$ cat config.mk
export PLATFORM = sky130hd
export DESIGN_NAME = bcd_time_counter
export DESIGN_NICKNAME = d
export VERILOG_FILES = /design/src/rtl/bcd_time_counter.sv
export SDC_FILE = /design/constraint.sdc
export NUM_CORES = 1
export LEC_CHECK = 0
export BUFFER_PORTS_ARGS = -buffer_cell sky130_fd_sc_hd__buf_2
export CORE_MARGIN = 5
export CORE_UTILIZATION = 59
export DETAILED_ROUTE_END_ITERATION = 7
export HOLD_SLACK_MARGIN = 0.12
export PLACE_DENSITY = 0.8
export SLEW_MARGIN = 20
export SYNTH_ARGS = -nofsm -noshare
export SYNTH_HDL_FRONTEND = slang
export SYNTH_SLANG_ARGS = --single-unit
$ cat constraint.sdc
create_clock -name clk -period 9.2 [get_ports clk]
set_clock_uncertainty 0.15 [all_clocks]
set_input_delay 1.84 -clock clk [delete_from_list [all_inputs] [get_ports clk]]
set_output_delay 1.84 -clock clk [all_outputs]
set_load 0.005 [all_outputs]
$ cat src/rtl/bcd_time_counter.sv
// bcd_time_counter
//   Cascaded multi-digit counter with a programmable modulus per digit,
//   driven by a prescaled step. The default configuration is an MM:SS
//   timer (digit bases {6,10,6,10}, digit 0 = least significant).
//
// Ports
//   clk         in   single clock, all state updates on the rising edge
//   rst         in   asynchronous assert, active-low; release is synchronised
//   start       in   one-cycle request to run (IDLE/PAUSE/DONE)
//   stop        in   one-cycle request to pause (RUN)
//   clear       in   synchronous clear to zero and IDLE
//   load        in   synchronous load of load_value (ignored in RUN)
//   load_value  in   preset value, same digit layout as number
//   up_down     in   1 = count up, 0 = count down
//   number      out  registered count value
//   tick        out  one-cycle pulse with every stepped value on number
//   terminal    out  one-cycle pulse on reaching / wrapping past terminal
//   state       out  IDLE=0, RUN=1, PAUSE=2, DONE=3
module bcd_time_counter #(
  parameter int unsigned                           NUM_DIGITS     = 4,
  parameter int unsigned                           BITS_PER_DIGIT = 4,
  parameter logic [NUM_DIGITS*BITS_PER_DIGIT-1:0]  DIGIT_BASES    = 16'h6A6A,
  parameter int unsigned                           TICK_DIVISOR   = 100_000_000,
  parameter int unsigned                           WRAP_MODE      = 0
) (
  input  logic                                   clk,
  input  logic                                   rst,
  input  logic                                   start,
  input  logic                                   stop,
  input  logic                                   clear,
  input  logic                                   load,
  input  logic [NUM_DIGITS*BITS_PER_DIGIT-1:0]   load_value,
  input  logic                                   up_down,
  output logic [NUM_DIGITS*BITS_PER_DIGIT-1:0]   number,
  output logic                                   tick,
  output logic                                   terminal,
  output logic [1:0]                             state
);

  localparam int unsigned B  = BITS_PER_DIGIT;
  localparam int unsigned W  = NUM_DIGITS * BITS_PER_DIGIT;
  localparam int unsigned PW = (TICK_DIVISOR > 1) ? $clog2(TICK_DIVISOR) : 1;

  localparam logic [PW-1:0] PRE_MAX      = PW'(TICK_DIVISOR - 1);
  localparam logic [PW-1:0] PRE_ONE      = PW'(1);
  localparam logic [B-1:0]  DIG_ONE      = B'(1);
  localparam logic          STOP_AT_TERM = (WRAP_MODE == 0);

  typedef enum logic [1:0] {
    ST_IDLE  = 2'd0,
    ST_RUN   = 2'd1,
    ST_PAUSE = 2'd2,
    ST_DONE  = 2'd3
  } state_e;

  state_e          state_q, state_d;
  logic [W-1:0]    num_q,   num_d;
  logic [PW-1:0]   pre_q,   pre_d;
  logic            tick_q,  tick_d;
  logic            term_q,  term_d;

  logic            rst_meta_q;
  logic            rst_sync_q;

  logic [W-1:0]    step_val;
  logic            cur_term;
  logic            next_term;

  // ---------------------------------------------------------------------
  // Digit helpers
  // ---------------------------------------------------------------------
  function automatic logic [B-1:0] base_of(input int unsigned idx);
    return DIGIT_BASES[idx*B +: B];
  endfunction

  // Any digit at or above its modulus is pulled down to base-1.
  function automatic logic [W-1:0] clamp_value(input logic [W-1:0] v);
    logic [W-1:0] r;
    logic [B-1:0] d;
    logic [B-1:0] b;
    r = v;
    for (int unsigned i = 0; i < NUM_DIGITS; i++) begin
      d = v[i*B +: B];
      b = base_of(i);
      if (d >= b) begin
        r[i*B +: B] = b - DIG_ONE;
      end
    end
    return r;
  endfunction

  // Terminal value: every digit at base-1 (up) or every digit zero (down).
  function automatic logic is_terminal(input logic [W-1:0] v, input logic up);
    logic         t;
    logic [B-1:0] d;
    logic [B-1:0] b;
    t = 1'b1;
    for (int unsigned i = 0; i < NUM_DIGITS; i++) begin
      d = v[i*B +: B];
      b = base_of(i);
      if (up) begin
        if (d != b - DIG_ONE) begin
          t = 1'b0;
        end
      end else begin
        if (d != '0) begin
          t = 1'b0;
        end
      end
    end
    return t;
  endfunction

  // One step with the full carry/borrow chain resolved combinationally;
  // a digit moves only while every lower digit sits at its boundary.
  function automatic logic [W-1:0] step_value(input logic [W-1:0] v, input logic up);
    logic [W-1:0] r;
    logic [B-1:0] d;
    logic [B-1:0] b;
    logic         carry;
    r     = v;
    carry = 1'b1;
    for (int unsigned i = 0; i < NUM_DIGITS; i++) begin
      d = v[i*B +: B];
      b = base_of(i);
      if (carry) begin
        if (up) begin
          if (d == b - DIG_ONE) begin
            r[i*B +: B] = '0;
          end else begin
            r[i*B +: B] = d + DIG_ONE;
            carry       = 1'b0;
          end
        end else begin
          if (d == '0) begin
            r[i*B +: B] = b - DIG_ONE;
          end else begin
            r[i*B +: B] = d - DIG_ONE;
            carry       = 1'b0;
          end
        end
      end
    end
    return r;
  endfunction

  // ---------------------------------------------------------------------
  // Reset release synchroniser: assertion is immediate, release is seen by
  // the counter logic two edges after rst rises.
  // ---------------------------------------------------------------------
  always_ff @(posedge clk or negedge rst) begin
    if (!rst) begin
      rst_meta_q <= 1'b0;
      rst_sync_q <= 1'b0;
    end else begin
      rst_meta_q <= 1'b1;
      rst_sync_q <= rst_meta_q;
    end
  end

  // ---------------------------------------------------------------------
  // Datapath decode
  // ---------------------------------------------------------------------
  always_comb begin
    step_val  = step_value(num_q, up_down);
    cur_term  = is_terminal(num_q, up_down);
    next_term = is_terminal(step_val, up_down);
  end

  // ---------------------------------------------------------------------
  // Next-state / output logic. Priority: clear > load > stop > start > step.
  // ---------------------------------------------------------------------
  always_comb begin
    state_d = state_q;
    num_d   = num_q;
    pre_d   = pre_q;
    tick_d  = 1'b0;
    term_d  = 1'b0;

    if (!rst_sync_q) begin
      // Still inside the synchronised release window: hold reset values.
      state_d = ST_IDLE;
      num_d   = '0;
      pre_d   = '0;
    end else if (clear) begin
      state_d = ST_IDLE;
      num_d   = '0;
      pre_d   = '0;
    end else if (load && (state_q != ST_RUN)) begin
      state_d = ST_PAUSE;
      num_d   = clamp_value(load_value);
      pre_d   = '0;
    end else if (stop) begin
      // stop also swallows a coincident start; the prescaler holds.
      if (state_q == ST_RUN) begin
        state_d = ST_PAUSE;
      end
    end else if (start && (state_q != ST_RUN)) begin
      if (STOP_AT_TERM && cur_term) begin
        state_d = ST_DONE;
        pre_d   = '0;
      end else begin
        state_d = ST_RUN;
      end
    end else if (state_q == ST_RUN) begin
      if (pre_q == PRE_MAX) begin
        pre_d  = '0;
        num_d  = step_val;
        tick_d = 1'b1;
        if (STOP_AT_TERM) begin
          if (next_term) begin
            term_d  = 1'b1;
            state_d = ST_DONE;
          end
        end else if (cur_term) begin
          term_d = 1'b1;
        end
      end else begin
        pre_d = pre_q + PRE_ONE;
      end
    end
  end

  // ---------------------------------------------------------------------
  // State registers
  // ---------------------------------------------------------------------
  always_ff @(posedge clk or negedge rst) begin
    if (!rst) begin
      state_q <= ST_IDLE;
      num_q   <= '0;
      pre_q   <= '0;
      tick_q  <= 1'b0;
      term_q  <= 1'b0;
    end else begin
      state_q <= state_d;
      num_q   <= num_d;
      pre_q   <= pre_d;
      tick_q  <= tick_d;
      term_q  <= term_d;
    end
  end

  assign number   = num_q;
  assign tick     = tick_q;
  assign terminal = term_q;
  assign state    = state_q;

endmodule

==> key figures, run 1 <==
STA
  – Final setup vio count: 0
  – WHS: 0.202 ns
  – Slew headroom: 28.4%
  – Setup TNS: 0 ns
  – Fin. max-slew vios: 0
  – Endpoints failing hold: 0
  – FMAX: 0.195 GHz
  – Tmin final: 5.12 ns
  – RSZ-0062 raised after global routing: false
  – Slew @ Worst Pin: 1.07 ns
  – Period utilization: 55.7%

Placed design
  – Routability cong.: 0.915
  – Inst Count DP: 561
  – # port buffers: 42
  – Post-detail-place hpwl: 7.10 mm

Detailed routing
  – Drt drc: 0
  – Initial DRC count: 182
  – Drt wl/cell: 17.4 um
  – Routed Antenna Nets: 0
  – Pre-antenna DRT Iters: 5
  – Vias per Instance: 6.69
  – Drt total wl: 9.87 mm
  – Vias post-DR: 3802

Min path
  – WHS Path Cells: 0
  – HP Start: rst_meta_q
  – Worst hold path endpoint: rst_sync_q
  – Hold WC Path Type: register to register

Logic synthesis
  – Area contributors post-synth: dfrtp_1, o21ai_0, nor2_1
  – Ys async rst share: 100%
  – Most common cell in the synthesized netlist: dfrtp_1
  – Top_reg_cell synth: dfrtp_1
  – Largest area contributor in the netlist: dfrtp_1
  – EDFF count, synth: 0
  – Synth Warn #: 0
  – Count of different cell masters after synthesis: 70
  – Post-synth top area share: 32.3%
  – Sequential share of the synthesized area: 32.3%
  – Synth Register Bits: 49
  – Post-synth top cells: dfrtp_1, nor2_1, o21ai_0
  – Mapped cell area: 0.00380 mm^2
  – Syn Inst Count: 476
  – Syn_area_per_cell: 7.99 um^2
  – Synth Net Count: 504

Worst setup path
  – Worst R2R Path Depth: 9
  – Critical path type: input port to register
  – Capturing point of the worst reg2reg path: pre_q[19]
  – Worst EP required: 9.22 ns
  – CP max FO: 39
  – Crit path buffers/inverters: 1
  – CP cell instances: buf_2 -> or4b_1 -> a22oi_1 -> nand4_1 -> a21oi_1 -> nor2_1 -> nor2b_1 -> nor2_1
  – Most used cell, CP: nor2_1
  – Crit path launch type: input port
  – WP data arrival: 5.14 ns
  – CP max-delay cell: or4b_1
  – Critical Path Max Stage Delay: 0.70 ns
  – CP Capture Type: register
  – R2r startpoint: number[0]
  – Delay-heaviest family, CP: simple AND/OR/NAND/NOR gates
  – Reg-to-reg slack, setup: 5.01 ns

Clocking
  – Clk buf depth: 2
  – TritonCTS Buffers: 5
  – Setup Buffers After CTS: 0
  – Post_cts resized: 0
  – Worst-path clk slew: 0.08 ns
  – Hold_buf cts: 0
  – Clock sinks: 49
  – Clk Latency, worst-skew pair: 0.30 ns
  – H-tree levels: 2
  – Clock root buffer: clkbuf_8
  – TritonCTS clock tree: yes

Final layout
  – # fillers: 561
  – Post-route insts no fill: 568
  – Net count, final: 519
  – Share of cells above drive strength 1: 13.6%
  – ANT cells: 0
  – Layout Utilization: 64.8%
  – Layout area overhead: 7.64%

Power and ir drop
  – Overall power: 0.000448 W
  – Leak: 1.67 nW
  – Power Density: 110 mW/mm^2
  – Max rail drop VDD: 0.0000930 V

Die
  – Total Die Area: 0.00815 mm^2
  – IO Pins: 43
  – Initial Util: 60.2%
  – # rows: 29
  – DIE HEIGHT: 90.3 um
  – Die Width: 90.3 um
  – Core Region: 0.00631 mm^2

Global routing
  – First-pass GRT wire length: 16.8 mm
  – GRT busiest layer: met2
  – Largest net degree at the start of global routing: 50
  – Global Route met3 Usage: 3.50%
  – Met1 GRT Util: 32.0%
  – Gr usage total: 23.8%
  – GR Overflow Total: 0
  – Number of global-route vias before repair: 3554
  – Initial antenna violation count: 0
  – Grt met2 use: 39.0%

Job
  – Max Cap Viol: 0

Run status
  – Outcome: finished clean
[state kept, by name (all words and copies together) (netlist names)]
name / flops
pre_q: 27
state: 2
rst_sync_q: 1
tick: 1
number: 16
terminal: 1
rst_meta_q: 1
[kinds of logic (layout without fill, tap and decap cells)]
group,Yosys count,after routing,synth area share (%)
AOI/OAI and AO/OA,150,150,26.5
and+or+nand+nor,210,210,30.7
xor gates and xnor gates,14,14,3.23
buffers and inverters,43,58,4.38
DFF,49,49,32.3
muxes,4,4,1.12
adders and majority gates,5,5,1.65
other,1,1,0.0987
[metal layers]
| metal | vias up | part of all wire (%) |
|---|---|---|
| li1 | 1814 | - |
| met1 | 1811 | 43 |
| met2 | 149 | 50 |
| met3 | 28 | 4.8 |
| met4 | 0 | 3.0 |
| met5 | - | 0 |
[worst reg2reg max path, stage by stage (launching register included)]
cell     delay [ns]
dfrtp_1        0.48
inv_1          0.18
ha_1           0.34
or4b_1         0.63
a22oi_1        0.40
nand4_1        0.17
a21oi_1        0.64
nor2_1         0.46
nor2b_1        0.51
nor2_1         0.11
[layout make-up]
type                            count  area (um^2)  share of cell area (%)
Sequential cell                    49         1230                    30.0
Timing Repair Buffer               43          220                    5.38
Tap cell                           77         96.3                    2.35
Inverter                            8         30.0                   0.734
Multi-Input combinational cell    384         2410                    59.0
Clock inverter                      2         35.0                   0.856
Clock buffer                        5         68.8                    1.68
[placed cells by master, fill, tap and decap left out, types with 6 or more instances in the layout]
cell | Yosys | final
a211oi_1 | 10 | 10
a21oi_1 | 30 | 30
a22oi_1 | 6 | 6
and2_1 | 8 | 8
and3_1 | 9 | 9
buf_2 | 4 | 41
dfrtp_1 | 49 | 49
inv_1 | 7 | 7
nand2_1 | 36 | 36
nand2b_1 | 10 | 10
nand3_1 | 23 | 23
nand4_1 | 8 | 8
nor2_1 | 44 | 44
nor2b_1 | 15 | 15
nor3_1 | 12 | 12
nor4_1 | 8 | 7
o211ai_1 | 9 | 9
o21ai_0 | 39 | 39
o31ai_1 | 15 | 15
or3_1 | 8 | 8
xor2_1 | 11 | 11
[worst max-delay path by stage]
stage / cells past startpoint / start / endpoint
final: 8 / up_down / pre_q[19]
after global routing: 8 / up_down / pre_q[23]
after CTS: 8 / up_down / pre_q[23]
after detailed placement: 8 / up_down / pre_q[23]
after global placement: 8 / up_down / pre_q[21]
after floorplan: 8 / up_down / state[1]
[power breakdown]
group          leakage (nW)  switching, W  internal, W
Combinational         0.944     0.0000451    0.0000278
Sequential            0.675    0.00000717     0.000218
Clock                0.0540     0.0000709    0.0000791
[per-stage QoR]
step                      setup WS, ns  instance area [um^2]
after floorplan                   5.19                  3800
after global placement            3.90                  3990
after detailed placement          3.80                  3990
after CTS                         4.12                  4090
after global routing              3.76                  4090
final                             4.08                  4090
Power figures use the tool's default switching activity.
==> inputs of run 2 (changes only) <==
Settings changed: ABC_AREA from default to 1, CORE_UTILIZATION 59 to 53, PLACE_DENSITY 0.8 to 0.77.
Clock period 9.2 ns to 4.25 ns, I/O delays scaled along.
==> run 2 against run 1 <==
Non-clock buffer count increased by 1. Total power increased by 140%. Sequential share of layout area is 1.0 points higher. First-iteration DRC count shrank 13%. Count of clock-buffer cells in the layout increased by 1. Critical path depth increased by 5. Final area decreased by 3.3%. Die area up 5.1%. Utilization is 5.9 points lower. Combinational power increased to 3.2 times the previous value. Highest routed layer unchanged.
==> key figures, run 2 <==
Run status
  – Outcome: finished clean

Final layout
  – Multi-input logic area: 0.00202 mm^2 (-16%)
  – Layout area overhead: 9.60%
  – Net count, final: 576 (+11%)
  – Reg area: 0.00123 mm^2 (unchanged)
  – Layout Utilization: 58.9% (-5.9 points)
  – Commonest non-fill, non-tap cell in the layout: nand2_1
  – Share of cells above drive strength 1: 16.2% (+2.6 points)
  – # fillers: 630 (+12%)
  – Max reg flops: 27 (unchanged)
  – Most frequent cells in the layout: nand2_1, inv_1, nor2_1
  – Reg with most FFs: pre_q
  – ANT cells: 0 (unchanged)

Logic synthesis
  – Top_reg_cell synth: dfrtp_1
  – Synth Net Count: 535 (+6.2%)
  – Synth Register Bits: 49 (unchanged)
  – Syn Inst Count: 507 (+6.5%)
  – Mapped cell area: 0.00361 mm^2 (-5.0%)
  – Count of different cell masters after synthesis: 51 (-27%)
  – EDFF count, synth: 0 (unchanged)
  – Area contributors post-synth: dfrtp_1, nand2_1, inv_1
  – Ys async rst share: 100% (unchanged)
  – Largest area contributor in the netlist: dfrtp_1
  – Post-synth top cells: nand2_1, inv_1, nor2_1
  – Most common cell in the synthesized netlist: nand2_1
  – Post-synth top area share: 34.0% (+1.7 points)
  – Synth Warn #: 0 (unchanged)
  – Syn_area_per_cell: 7.12 um^2 (-11%)
  – Sequential share of the synthesized area: 34.0% (+1.7 points)

Worst setup path
  – Critical Path Max Stage Delay: 0.38 ns (-0.32 ns)
  – Crit path launch type: input port
  – Delay-heaviest family, CP: simple AND/OR/NAND/NOR gates
  – CP max FO: 19 (-51%)
  – CP Capture Type: register
  – Crit path buffers/inverters: 4 (+3)
  – Most used cell, CP: nand2_4
  – WP data arrival: 3.12 ns (-2.02 ns)
  – Worst EP required: 4.32 ns (-4.90 ns)
  – CP max-delay cell: nand2_1
  – CP cell instances: buf_2 -> inv_2 -> nand3_1 -> nand2_4 -> nand3_4 -> nor2_4 -> nand2_2 -> nand3_2 -> nand2_4 -> inv_6 -> nand2_1 -> inv_1 -> nor3b_1
  – Reg-to-reg slack, setup: 1.37 ns (-3.64 ns)
  – Critical path type: input port to register

Clocking
  – H-tree levels: 2 (unchanged)
  – Clk Latency, worst-skew pair: 0.31 ns (about the same)
  – Hold_buf cts: 0 (unchanged)
  – Clock root buffer: clkbuf_8
  – Setup Buffers After CTS: 0 (unchanged)
  – Clk buf depth: 2 (unchanged)
  – Worst-path clk slew: 0.09 ns (about the same)
  – Post_cts resized: 0 (unchanged)
  – TritonCTS Buffers: 5 (unchanged)
  – Clock sinks: 49 (unchanged)
  – TritonCTS clock tree: yes

Global routing
  – First-pass GRT wire length: 15.7 mm (-6.3%)
  – GR Overflow Total: 0 (unchanged)
  – Number of global-route vias before repair: 3507 (-1.3%)
  – Initial antenna violation count: 0 (unchanged)
  – Gr usage total: 22.6% (-1.3 points)
  – Largest net degree at the start of global routing: 50 (unchanged)

Placed design
  – Post-detail-place hpwl: 6.96 mm (-1.9%)
  – Routability cong.: 0.926 (+1.2%)
  – # port buffers: 42 (unchanged)

STA
  – Final setup vio count: 0 (unchanged)
  – Setup TNS: 0 ns (unchanged)
  – WHS: 0.208 ns (+0.00638 ns)
  – Endpoints failing hold: 0 (unchanged)
  – Slew headroom: 58.5% (+30 points)
  – Period utilization: 71.8%
  – RSZ-0062 raised after global routing: false
  – Tmin final: 3.05 ns
  – Fin. max-slew vios: 0 (unchanged)
  – FMAX: 0.328 GHz
  – Slew @ Worst Pin: 0.622 ns (-0.448 ns)

Die
  – # rows: 30 (+3.4%)
  – IO Pins: 43 (unchanged)
  – Initial Util: 53.7% (-6.5 points)
  – Total Die Area: 0.00856 mm^2 (+5.1%)
  – DIE HEIGHT: 92.5 um (+2.5%)
  – Die Width: 92.5 um (+2.5%)
  – Core Region: 0.00672 mm^2 (+6.4%)

Detailed routing
  – Initial DRC count: 159 (-13%)
  – Pre-antenna DRT Iters: 5 (unchanged)
  – Vias post-DR: 3578 (-5.9%)
  – Drt wl/cell: 14.5 um (-16%)
  – Vias per Instance: 5.69 (-15%)
  – Drt total wl: 9.13 mm (-7.4%)
  – Routed Antenna Nets: 0 (unchanged)
  – Drt drc: 0 (unchanged)

Power and ir drop
  – Leak: 1.84 nW (+9.7%)
  – Power Density: 270 mW/mm^2 (+150%)
  – Max rail drop VDD: 0.000147 V (+58%)

Job
  – Max Cap Viol: 0 (unchanged)

Min path
  – Hold WC Path Type: register to register
run 2: changes by cell type after synthesis, sizes merged, moves of 9 or more:
| cell | before | now |
|---|---|---|
| nand3 | 23 | 50 |
| nand4 | 8 | 25 |
| o31ai | 15 | 1 |
| and3 | 9 | 0 |
| nor2b | 15 | 0 |
| inv | 7 | 70 |
| nand2 | 36 | 111 |
| clkbuf | 29 | 4 |
| nor4 | 10 | 1 |
| a21oi | 30 | 20 |
| nor2 | 44 | 65 |
| nand2b | 10 | 0 |
| a211oi | 10 | 0 |
run 2: cell families after synthesis:
logic type	after synthesis	share of synthesized area, %
buffers and inverters	80	9.98
other	1	0.104
adder cells (fa/ha/maj)	5	1.73
AND/OR/NAND/NOR	274	36.7
flip-flops	49	34.0
AO/OA/AOI/OAI	86	14.6
XOR/XNOR	12	2.91
run 2: layer usage:
layer | vias up | wire length [um] | global-route usage, %
met5 | - | 0 | 0
met4 | 0 | 205 | 7.92
met3 | 19 | 425 | 3.66
met2 | 103 | 4660 | 41.0
met1 | 1667 | 3850 | 26.8
li1 | 1789 | - | -
run 2: power by group:
group | switching (W) | internal (W)
sequential | 0.0000179 | 0.000478
clock | 0.000159 | 0.000177
combinational | 0.000160 | 0.0000761
total | 0.000337 | 0.000731
run 2: through the flow:
step | std cells | setup WS (ns) | power (W) | instance area [um^2]
floorplan | 507 | 1.79 | 0.000670 | 3610
CTS | 629 | 1.23 | 0.00107 | 3950
detailed placement | 621 | 0.916 | 0.000738 | 3840
finish | 629 | 1.20 | 0.00107 | 3960
global placement | 621 | 0.998 | 0.000734 | 3840
global route | 629 | 0.969 | 0.00113 | 3960
run 2: worst reg2reg max path: stages, from the launching register on:
cell and delay, ns:
dfrtp_1 0.46, inv_1 0.17, ha_1 0.25, nand3_1 0.16, nand2_4 0.14, nand3_4 0.11
nor2_4 0.13, nand2_2 0.07, nand3_2 0.08, nand2_4 0.16, inv_6 0.17, nand2_1 0.31
inv_1 0.30, nor2_1 0.08
run 2: final cells by class:
type                            count  share of cell area (%)
Multi-Input combinational cell    378                    51.1
Clock buffer                        6                    1.83
Inverter                           70                    6.77
Sequential cell                    49                    31.0
Clock inverter                      2                   0.980
Timing Repair Buffer               44                    5.76
Tap cell                           80                    2.53
run 2: worst paths after layout:
| check | startpoint | end | depth (start not counted) |
|---|---|---|---|
| min in group asynchronous | rst | pre_q[3] | 1 |
| min | rst_meta_q | rst_sync_q | 0 |
| max reg2reg | number[0] | pre_q[11] | 13 |
| min reg2reg | rst_meta_q | rst_sync_q | 0 |
| max | up_down | pre_q[7] | 13 |
| max in group asynchronous | rst | tick | 1 |
==> inputs of run 3 (changes only) <==
Settings changed: ABC_AREA 1 to 0, CORE_UTILIZATION 53 to 54.
Clock period 4.25 ns to 2.75 ns, I/O delays scaled along.
==> run 3 against run 2 <==
The flow now finishes with violations (setup timing). Routed wire length increased by 19%. Die area increased by 3.0%. Clock power up 60%. Critical path depth fell by 2. Sequential share of layout area decreased by 5.0 points. First-iteration DRC count increased by 80%. Total power up 51%. Non-clock buffer count rose by 61. Register-to-register slack got worse by 1.4 ns.
==> key figures, run 3 (synthesized netlist as in run 1, its figures left out) <==
Worst setup path
  – Critical path type: register to register
  – WP data arrival: 2.80 ns (-0.32 ns)
  – Worst EP required: 2.78 ns (-1.54 ns)
  – CP max FO: 17 (-2)
  – Worst R2R Path Depth: 11 (-2)
  – Crit path launch type: register
  – R2r startpoint: number[0]
  – CP Capture Type: register
  – Capturing point of the worst reg2reg path: pre_q[5]
  – Reg-to-reg slack, setup: -0.02 ns (-1.39 ns)

STA
  – Period utilization: 101%
  – Slew @ Worst Pin: 0.571 ns (-0.0519 ns)
  – Setup WS post-layout: -0.0183 ns (-1.22 ns)
  – Endpoints failing hold: 0 (unchanged)
  – Tmin final: 2.77 ns
  – Setup TNS: -0.0315 ns (-0.0315 ns)
  – Fin. max-slew vios: 0 (unchanged)
  – RSZ-0062 raised after global routing: true
  – Final setup vio count: 2 (+2)
  – WHS: 0.196 ns (-0.0122 ns)
  – FMAX: 0.361 GHz
  – Slew headroom: 61.0% (+2.5 points)

Clocking
  – Clock root buffer: clkbuf_8
  – H-tree levels: 2 (unchanged)
  – Clk buf depth: 2 (unchanged)
  – TritonCTS Buffers: 5 (unchanged)
  – TritonCTS clock tree: yes
  – Clock sinks: 49 (unchanged)
  – Clk Latency, worst-skew pair: 0.31 ns (about the same)
  – Worst-path clk slew: 0.09 ns (about the same)

Die
  – IO Pins: 43 (unchanged)
  – Die Width: 93.9 um (+1.5%)
  – DIE HEIGHT: 93.9 um (+1.5%)
  – # rows: 30 (unchanged)
  – Core Region: 0.00683 mm^2 (+1.7%)
  – Total Die Area: 0.00882 mm^2 (+3.0%)
  – Initial Util: 55.6% (+1.9 points)

Final layout
  – Commonest non-fill, non-tap cell in the layout: buf_4
  – Most frequent cells in the layout: buf_4, dfrtp_1, nor2_1, buf_2, o21ai_0
  – Share of cells above drive strength 1: 26.9% (+11 points)
  – Max reg flops: 27 (unchanged)
  – Reg with most FFs: pre_q
  – Post-route insts no fill: 650 (+3.3%)
  – Layout area overhead: 24.1%
  – # fillers: 583 (-7.5%)
  – ANT cells: 0 (unchanged)
  – Net count, final: 581 (+0.87%)

Detailed routing
  – Initial DRC count: 286 (+80%)
  – Routed Antenna Nets: 0 (unchanged)
  – Drt total wl: 10.9 mm (+19%)
  – Vias per Instance: 6.18 (+8.7%)
  – Drt wl/cell: 16.7 um (+15%)
  – Pre-antenna DRT Iters: 5 (unchanged)
  – Vias post-DR: 4020 (+12%)
  – Drt drc: 0 (unchanged)

Power and ir drop
  – Leak: 2.01 nW (+9.6%)
  – Switching part of the total: 27.1% (-4.5 points)
  – Clock power share: 33.4% (+1.9 points)
  – Power Density: 341 mW/mm^2 (+27%)
  – Reg power frac: 45.9% (-0.6 points)
  – Switching Power: 0.000436 W (+30%)
  – Power Internal: 0.00117 W (+61%)
  – Comb pwr share: 20.7% (-1.4 points)
  – Max rail drop VDD: 0.000298 V (+100%)

Min path
  – WHS Path Cells: 0 (unchanged)
  – Worst hold path endpoint: rst_sync_q
  – Hold WC Path Type: register to register
  – HP Start: rst_meta_q

Run status
  – Failing checks: setup timing
  – Outcome: complete, but fails checks

Placed design
  – Pre-CTS WS: -0.144 ns (-1.06 ns)
  – # port buffers: 42 (unchanged)
  – Post-detail-place hpwl: 8.19 mm (+18%)
  – Routability cong.: 0.970 (+4.8%)
  – Inst Count DP: 634 (+2.1%)

Global routing
  – First-pass GRT wire length: 17.7 mm (+12%)
  – Largest net degree at the start of global routing: 26 (-48%)
  – Initial antenna violation count: 0 (unchanged)
  – GR Overflow Total: 0 (unchanged)
  – Number of global-route vias before repair: 3677 (+4.8%)
  – Gr usage total: 24.6% (+2.1 points)

Job
  – Max Cap Viol: 0 (unchanged)
==> run 3: cell count changes in the layout (fill, tap and decap cells not counted), moves of 15 or more <==
cell,change
buf_4,+55
nand4_1,-16
inv_1,-59
nand2_1,-67
nor2b_1,+15
nand3_1,-24
==> run 3: final cells by class <==
| cell class | count | area, um^2 | share of cell area, % |
|---|---|---|---|
| flip-flops and latches | 49 | 1230 | 26.0 |
| inverters | 8 | 32.5 | 0.690 |
| clock buffers | 7 | 86.3 | 1.83 |
| clock inverters | 1 | 30.0 | 0.637 |
| multi-input cells | 384 | 2520 | 53.4 |
| repair buffers | 105 | 701 | 14.9 |
| well taps | 96 | 120 | 2.55 |
==> run 3: worst max-delay path by stage <==
| stage | slack (ns) | endpoint | start |
|---|---|---|---|
| after floorplan | -0.009 | state[1] | number[1] |
| after global placement | -0.06 | pre_q[20] | up_down |
| after detailed placement | -0.14 | pre_q[5] | up_down |
| after CTS | -0.003 | state[1] | number[0] |
| after global routing | -0.14 | state[1] | number[1] |
| final | -0.02 | pre_q[5] | number[0] |
==> run 3: critical path, cell delays in order, from the launching register on <==
cell and delay, ns:
dfrtp_2 0.43, inv_4 0.07, ha_4 0.12, or4b_4 0.48, a22oi_1 0.25, buf_4 0.16, nand4_1 0.15, a21oi_2 0.22
nor2_1 0.10, buf_4 0.21, o21ai_0 0.20, o41ai_1 0.10
==> run 3: what timing repair did <==
| action | 4_1_cts | 5_1_grt |
|---|---|---|
| pin swaps | 10 | 10 |
| resized for setup | 9 | 14 |
| hold endpoints to repair | 3 | 0 |
| buffers inserted | 4 | 3 |
| setup endpoints to repair | 24 | 34 |
| hold buffers | 1 | 0 |
==> run 3: through the flow <==
stage / area, um^2 / util [%] / power (W)
2_1_floorplan: 3830 / - / 0.000934
3_3_place_gp: 4430 / 64.9 / 0.00106
3_5_place_dp: 4430 / 64.9 / 0.00106
4_1_cts: 4630 / 67.8 / 0.00161
5_1_grt: 4720 / 69.0 / 0.00168
6_report: 4720 / 69.0 / 0.00161
==> run 3: layer usage <==
layer | up-vias | global-route usage, % | routed length (um)
li1 | 1943 | - | -
met1 | 1911 | 31.5 | 4480
met2 | 137 | 42.6 | 5590
met3 | 29 | 2.56 | 522
met4 | 0 | 9.27 | 284
met5 | - | 0 | 0
==> run 3: power by group through the flow <==
stage / Combinational, W / Clock, W / Sequential (W)
3_3_place_gp: 0.000305 / 0 / 0.000753
5_1_grt: 0.000364 / 0.000575 / 0.000741
4_1_cts: 0.000322 / 0.000544 / 0.000739
2_1_floorplan: 0.000180 / 0 / 0.000753
3_5_place_dp: 0.000311 / 0 / 0.000753
6_report: 0.000334 / 0.000537 / 0.000739
